File: config.mk
export PLATFORM = sky130hd
export DESIGN_NAME = uart_tx_arbiter
export DESIGN_NICKNAME = d
export VERILOG_FILES = /design/src/rtl/uart_tx_arbiter.sv
export SDC_FILE = /design/constraint.sdc
export NUM_CORES = 1
export LEC_CHECK = 0
export ABC_AREA = 0
export BUFFER_PORTS_ARGS = -buffer_cell sky130_fd_sc_hd__buf_2
export CELL_PAD_IN_SITES_DETAIL_PLACEMENT = 2
export CELL_PAD_IN_SITES_GLOBAL_PLACEMENT = 2
export CORE_MARGIN = 2
export CORE_UTILIZATION = 29
export DETAILED_ROUTE_END_ITERATION = 10
export HOLD_SLACK_MARGIN = 0.08
export PLACE_DENSITY_LB_ADDON = 0.3
export SLEW_MARGIN = 20
export SYNTH_ARGS = -nofsm -noshare
export SYNTH_HDL_FRONTEND = slang
export SYNTH_SLANG_ARGS = --single-unit
File: constraint.sdc
create_clock -name clk -period 2.4 [get_ports clk]
set_input_delay 0.36 -clock clk [delete_from_list [all_inputs] [get_ports clk]]
set_output_delay 0.36 -clock clk [all_outputs]
set_load 0.01 [all_outputs]
File: src/rtl/uart_tx_arbiter.sv
// uart_tx_arbiter
//
// Shares one UART transmitter between NUM_REQ byte-stream requesters (GPS
// config sender, telemetry packer, debug port). Arbitration is round-robin at
// packet granularity: once a requester wins, it keeps the UART until one of
// its bytes flagged last has been handed over and the UART has gone idle.
//
// Optional feature (compile-time macro UART_ARB_TIMEOUT_EN):
//   When defined, an owner that stalls for TIMEOUT_CYCLES cycles between bytes
//   of a packet is evicted and timeout_err pulses for one cycle. When not
//   defined, HOLD waits indefinitely and timeout_err is tied low.
//
// Parameters:
//   NUM_REQ         number of requesters (2..8)
//   TIMEOUT_CYCLES  inter-byte stall limit (only with UART_ARB_TIMEOUT_EN)
//
// Ports:
//   clk          system clock
//   rst          asynchronous, active-high reset
//   req_valid    requester i has a byte to send
//   req_data     byte for requester i in bits [8i+7:8i]
//   req_last     requester i's byte is the final byte of its packet
//   req_ready    one-cycle pulse: requester i's byte was accepted
//   grant        one-hot current owner, all-zero when idle
//   tx_data      byte to the UART (holds between sends)
//   tx_send      one-cycle send strobe to the UART
//   tx_busy      UART is transmitting
//   timeout_err  one-cycle pulse: owner stalled and was evicted

module uart_tx_arbiter #(
  parameter int NUM_REQ = 3
`ifdef UART_ARB_TIMEOUT_EN
  , parameter int TIMEOUT_CYCLES = 1024
`endif
) (
  input  logic                 clk,
  input  logic                 rst,
  input  logic [NUM_REQ-1:0]   req_valid,
  input  logic [8*NUM_REQ-1:0] req_data,
  input  logic [NUM_REQ-1:0]   req_last,
  output logic [NUM_REQ-1:0]   req_ready,
  output logic [NUM_REQ-1:0]   grant,
  output logic [7:0]           tx_data,
  output logic                 tx_send,
  input  logic                 tx_busy,
  output logic                 timeout_err
);

  localparam int PTR_W = $clog2(NUM_REQ);

  typedef enum logic [1:0] {
    IDLE,
    GUARD,
    DRAIN,
    HOLD
  } state_t;

  state_t             state;
  logic [PTR_W-1:0]   rr_ptr;
  logic               last_q;

  logic [PTR_W-1:0]   winner;
  logic               owner_valid;
  logic               load_en;
  logic [PTR_W-1:0]   load_idx;
  logic [NUM_REQ-1:0] load_onehot;
  logic [7:0]         sel_data;
  logic               sel_last;

`ifdef UART_ARB_TIMEOUT_EN
  localparam int CNT_W = $clog2(TIMEOUT_CYCLES) + 1;
  logic [CNT_W-1:0]   stall_cnt;
`endif

  // Round-robin pick: scan rr_ptr+1 upward with wrap. The loop runs from the
  // farthest candidate down to the nearest so the nearest valid one wins.
  always_comb begin
    logic [PTR_W:0] sum;
    winner = '0;
    sum    = '0;
    for (int k = NUM_REQ; k >= 1; k--) begin
      sum = {1'b0, rr_ptr} + (PTR_W+1)'(k);
      if (sum >= (PTR_W+1)'(NUM_REQ)) begin
        sum = sum - (PTR_W+1)'(NUM_REQ);
      end
      if (req_valid[sum[PTR_W-1:0]]) begin
        winner = sum[PTR_W-1:0];
      end
    end
  end

  // rr_ptr doubles as the owner index while a packet is in progress.
  always_comb begin
    owner_valid = 1'b0;
    for (int i = 0; i < NUM_REQ; i++) begin
      if (rr_ptr == PTR_W'(i)) begin
        owner_valid = req_valid[i];
      end
    end
  end

  // A byte is loaded from IDLE (after arbitration) or from HOLD (owner only).
  always_comb begin
    load_en  = 1'b0;
    load_idx = rr_ptr;
    if (state == IDLE) begin
      load_en  = (|req_valid) && !tx_busy;
      load_idx = winner;
    end else if (state == HOLD) begin
      load_en  = owner_valid && !tx_busy;
    end
  end

  always_comb begin
    sel_data    = 8'h00;
    sel_last    = 1'b0;
    load_onehot = '0;
    for (int i = 0; i < NUM_REQ; i++) begin
      if (load_idx == PTR_W'(i)) begin
        sel_data       = req_data[8*i +: 8];
        sel_last       = req_last[i];
        load_onehot[i] = 1'b1;
      end
    end
  end

  // Main FSM. GUARD is a fixed one-cycle gap after each send so that DRAIN
  // never sees the stale tx_busy=0 from before the UART reacted to tx_send.
  always_ff @(posedge clk or posedge rst) begin
    if (rst) begin
      state     <= IDLE;
      rr_ptr    <= PTR_W'(NUM_REQ - 1);
      last_q    <= 1'b0;
      grant     <= '0;
      req_ready <= '0;
      tx_data   <= 8'h00;
      tx_send   <= 1'b0;
`ifdef UART_ARB_TIMEOUT_EN
      stall_cnt   <= '0;
      timeout_err <= 1'b0;
`endif
    end else begin
      tx_send   <= 1'b0;
      req_ready <= '0;
`ifdef UART_ARB_TIMEOUT_EN
      timeout_err <= 1'b0;
`endif
      if (load_en) begin
        grant     <= load_onehot;
        req_ready <= load_onehot;
        tx_data   <= sel_data;
        tx_send   <= 1'b1;
        last_q    <= sel_last;
        rr_ptr    <= load_idx;
        state     <= GUARD;
`ifdef UART_ARB_TIMEOUT_EN
        stall_cnt <= '0;
`endif
      end else begin
        case (state)
          GUARD: state <= DRAIN;
          DRAIN: begin
            if (!tx_busy) begin
              if (last_q) begin
                grant <= '0;
                state <= IDLE;
              end else begin
                state <= HOLD;
              end
            end
          end
`ifdef UART_ARB_TIMEOUT_EN
          // Eviction leaves rr_ptr on the evicted owner so the others get
          // the next turn.
          HOLD: begin
            if (!owner_valid) begin
              if (stall_cnt == CNT_W'(TIMEOUT_CYCLES - 1)) begin
                grant       <= '0;
                timeout_err <= 1'b1;
                stall_cnt   <= '0;
                state       <= IDLE;
              end else begin
                stall_cnt <= stall_cnt + CNT_W'(1);
              end
            end
          end
`endif
          default: ;
        endcase
      end
    end
  end

`ifndef UART_ARB_TIMEOUT_EN
  assign timeout_err = 1'b0;
`endif

endmodule

==> key figures <==
Outcome
  – Outcome: finished with violations
  – Failing checks: negative setup slack

CTS
  – Clock buffer depth: 2
  – Num CTS Buffers: 3
  – Clk sinks: 20
  – Clock root cell: clkbuf_8
  – H-tree Lvls: 1
  – Worst-skew pair later-pin latency: around 0.27 ns
  – Clock-pin slew on the worst setup and hold paths: 0.08 ns
  – CTS tree: yes
  – # hold bufs at CTS: 0

Critical path
  – Critical path startpoint category: register
  – Crit-path max cell delay: 0.56 ns
  – Top delay family on crit path: simple AND/OR/NAND/NOR gates
  – CP Max Fanout: 6
  – WP buf/inv: 1
  – CP arrival: 2.58 ns
  – Slowest stage cell, crit path: or4_4
  – Worst setup path category: register to register
  – Worst EP required: 2.56 ns
  – Crit-path cells: inv_2 > ha_4 > nand2_2 > or4_4 > o221ai_4 > mux2i_1 > o211ai_2 > o21a_1
  – Crit end category: register

Synth
  – Simple-Gate Fraction of Synth Area: ~16%
  – Synth Flop Type: dfrtp_1
  – #FFs+latches synth: 20
  – Seq/Total Area, Yosys: 40.0%
  – Adder-Cell Fraction of Synth Area: 4.99%
  – Yosys warning count: 0
  – Post-synthesis async set-or-reset flop share: 100%
  – Syn_area_per_cell: around 11 µm²
  – Area leader, netlist: dfrtp_1
  – Synth top area cells: dfrtp_1 (38%), mux2i_1 (8.0%), o211ai_2 (7.0%)
  – Post-synthesis xor/xnor area fraction: 0%
  – Largest family of logic cells by synthesized area: compound AO/OA/AOI/OAI gates
  – Proportion of synthesized area in mux cells: 7.98%
  – EDFF count, synth: 0
  – Mapped Area: between 1000 and 1500 µm²
  – Netlist cell types: 36
  – Synth top area share: 37.9%
  – Compound-Gate Fraction of Synth Area: around 25%
  – Synth Instances: about 120
  – Syn Nets: 153

Finish
  – Final Util: 43.9%
  – Ant. Diodes: 0
  – Most common cell after layout, fill and taps aside: buf_2
  – Fin cells: 227
  – Fillers: 446
  – Final net count: ~220
  – Most frequent cells in the layout: buf_2 (47), dfrtp_1 (19), buf_4 (12), o21a_1 (10), nand3_1 (8)
  – Syn-to-layout area delta: 43.1%
  – Share of layout cells above drive strength 1: between 50 and 60%

Pwr
  – Leak: 0.000842 µW
  – Worst VDD drop: 0.610 mV
  – Switch Pwr: 1270 µW
  – Sw Ratio: 43.3%
  – Pwr/cell area: 1630 nW/µm²
  – Clock Power Share: 12.0%
  – Internal: 1660 µW
  – Sequential Power Share: 20.0%
  – Comb power frac: 68.0%
  – Pwr Total: 2930 µW

STA
  – Measured slew at the worst slew-check pin: 0.824 ns
  – Final Skew: 0.00557 ns
  – Slew HR: 45.0%
  – Max Fclk: between 400 and 500 MHz
  – RSZ-0062 raised after global routing: true
  – TNS Setup: -0.0311 ns
  – Final Hold Fails: 0
  – Final number of max-transition violations: 0
  – Period utilisation layout: 101%
  – Setup slack after layout: -0.0220 ns
  – Hold Slack: 0.233 ns
  – Final setup violation count: 2
  – Min Tclk post-route: 2.42 ns

Placement
  – Placed Cells incl. Taps: 216
  – IO buf count: 47
  – GP Congestion: 0.774
  – HPWL after detailed placement: approximately 3000 µm

Routing
  – Wirelength per Cell: 20.5 µm
  – Iter 0 DRT Violations: 18
  – WL final: 4650 µm
  – Via count: 1175
  – Drc violations: 0
  – Via-to-Cell Ratio: approximately 5.2
  – Post-route ant nets: 0
  – Detailed Routing Iterations Pass 1: 4

Global route
  – First-pass GRT wire length: 6920 µm
  – GR Util All Layers: 18.2%
  – Number of global-route vias before repair: 1335
  – Grt ovf: 0
  – Initial antenna violation count: 0
  – Pin count of the biggest net entering global routing: 21

Floorplan
  – # IOs: 49
  – Die Footprint: 4870 µm²
  – Core region area: 4090 µm²
  – Starting Density: 30.7%
  – Die W: 69.8 µm
  – Standard-cell row count: 23
  – Die Y: ~70 µm

Job
  – Max-cap violation count: 0

Min path
  – Hold Crit Class: primary input to asynchronous set/reset pin
==> area by class of cell <==
type	instances	area, µm²	area share [%]
sequential	20	502	27.9
clock buffer	3	41.3	2.30
clock inverter	1	30.0	1.67
inverter	3	11.3	0.627
tap	50	62.6	3.48
multi-input combinational	86	758	42.2
timing repair buffer	64	390	21.7
==> path summary, 6_finish.rpt <==
check,slack [ns],endpoint,depth (start not counted),from
worst max-delay path,-0.02,last_q,8,rr_ptr[1]
worst min-delay path,0.23,tx_data[1],2,rst
worst max register to register,-0.02,last_q,8,rr_ptr[1]
worst min register to register,0.49,grant[0],1,grant[0]
max in group asynchronous,1.65,tx_data[2],2,rst
min in group clk,0.45,tx_data[0],4,req_data[16]
==> sequential cells by signal (all words and copies together) (netlist names) <==
name and flops:
grant 3, req_ready 3, last_q 1, tx_send 1, rr_ptr 2, state 2, tx_data 8
==> timing repair <==
| item | CTS | global route |
|---|---|---|
| setup endpoints to repair | 9 | 11 |
| cloned | 2 | 0 |
| buffers inserted | 0 | 5 |
| pin swaps | 2 | 6 |
| resized for setup | 2 | 17 |
==> synth_stat cells, types with 4 or more instances <==
master / count
nand3_1: 8
ha_1: 5
o21a_1: 11
nor2_1: 6
nor2b_1: 4
mux2i_1: 10
nand2b_1: 4
o211ai_2: 7
dfrtp_1: 19
==> kinds of logic after synthesis <==
family	after synthesis
mux	10
simple gates	35
buf+inv	10
compound gates	34
other cells	1
fa+ha+maj	5
flops	20
==> metrics by stage <==
stage / setup WS, ns / cell area, µm²
floorplan: 0.193 / 1250
CTS: 0.00487 / 1680
global placement: 0.0524 / 1580
detailed placement: -0.109 / 1580
global route: -0.0943 / 1800
finish: -0.0220 / 1800
==> power groups by stage <==
stage          Clock, µW  Combinational [µW]  Sequential, µW
2_1_floorplan          0                1040             645
3_3_place_gp           0                1410             573
3_5_place_dp           0                1510             585
4_1_cts              356                1630             581
5_1_grt              369                2120             605
6_report             351                1990             587
==> layer usage <==
metal  global-route usage (%)  wire, µm
met3                     2.47       172
met4                     6.41       100
met2                     34.2      2480
met1                     20.9      1890
met5                        0         0
Power figures use the tool's default switching activity.
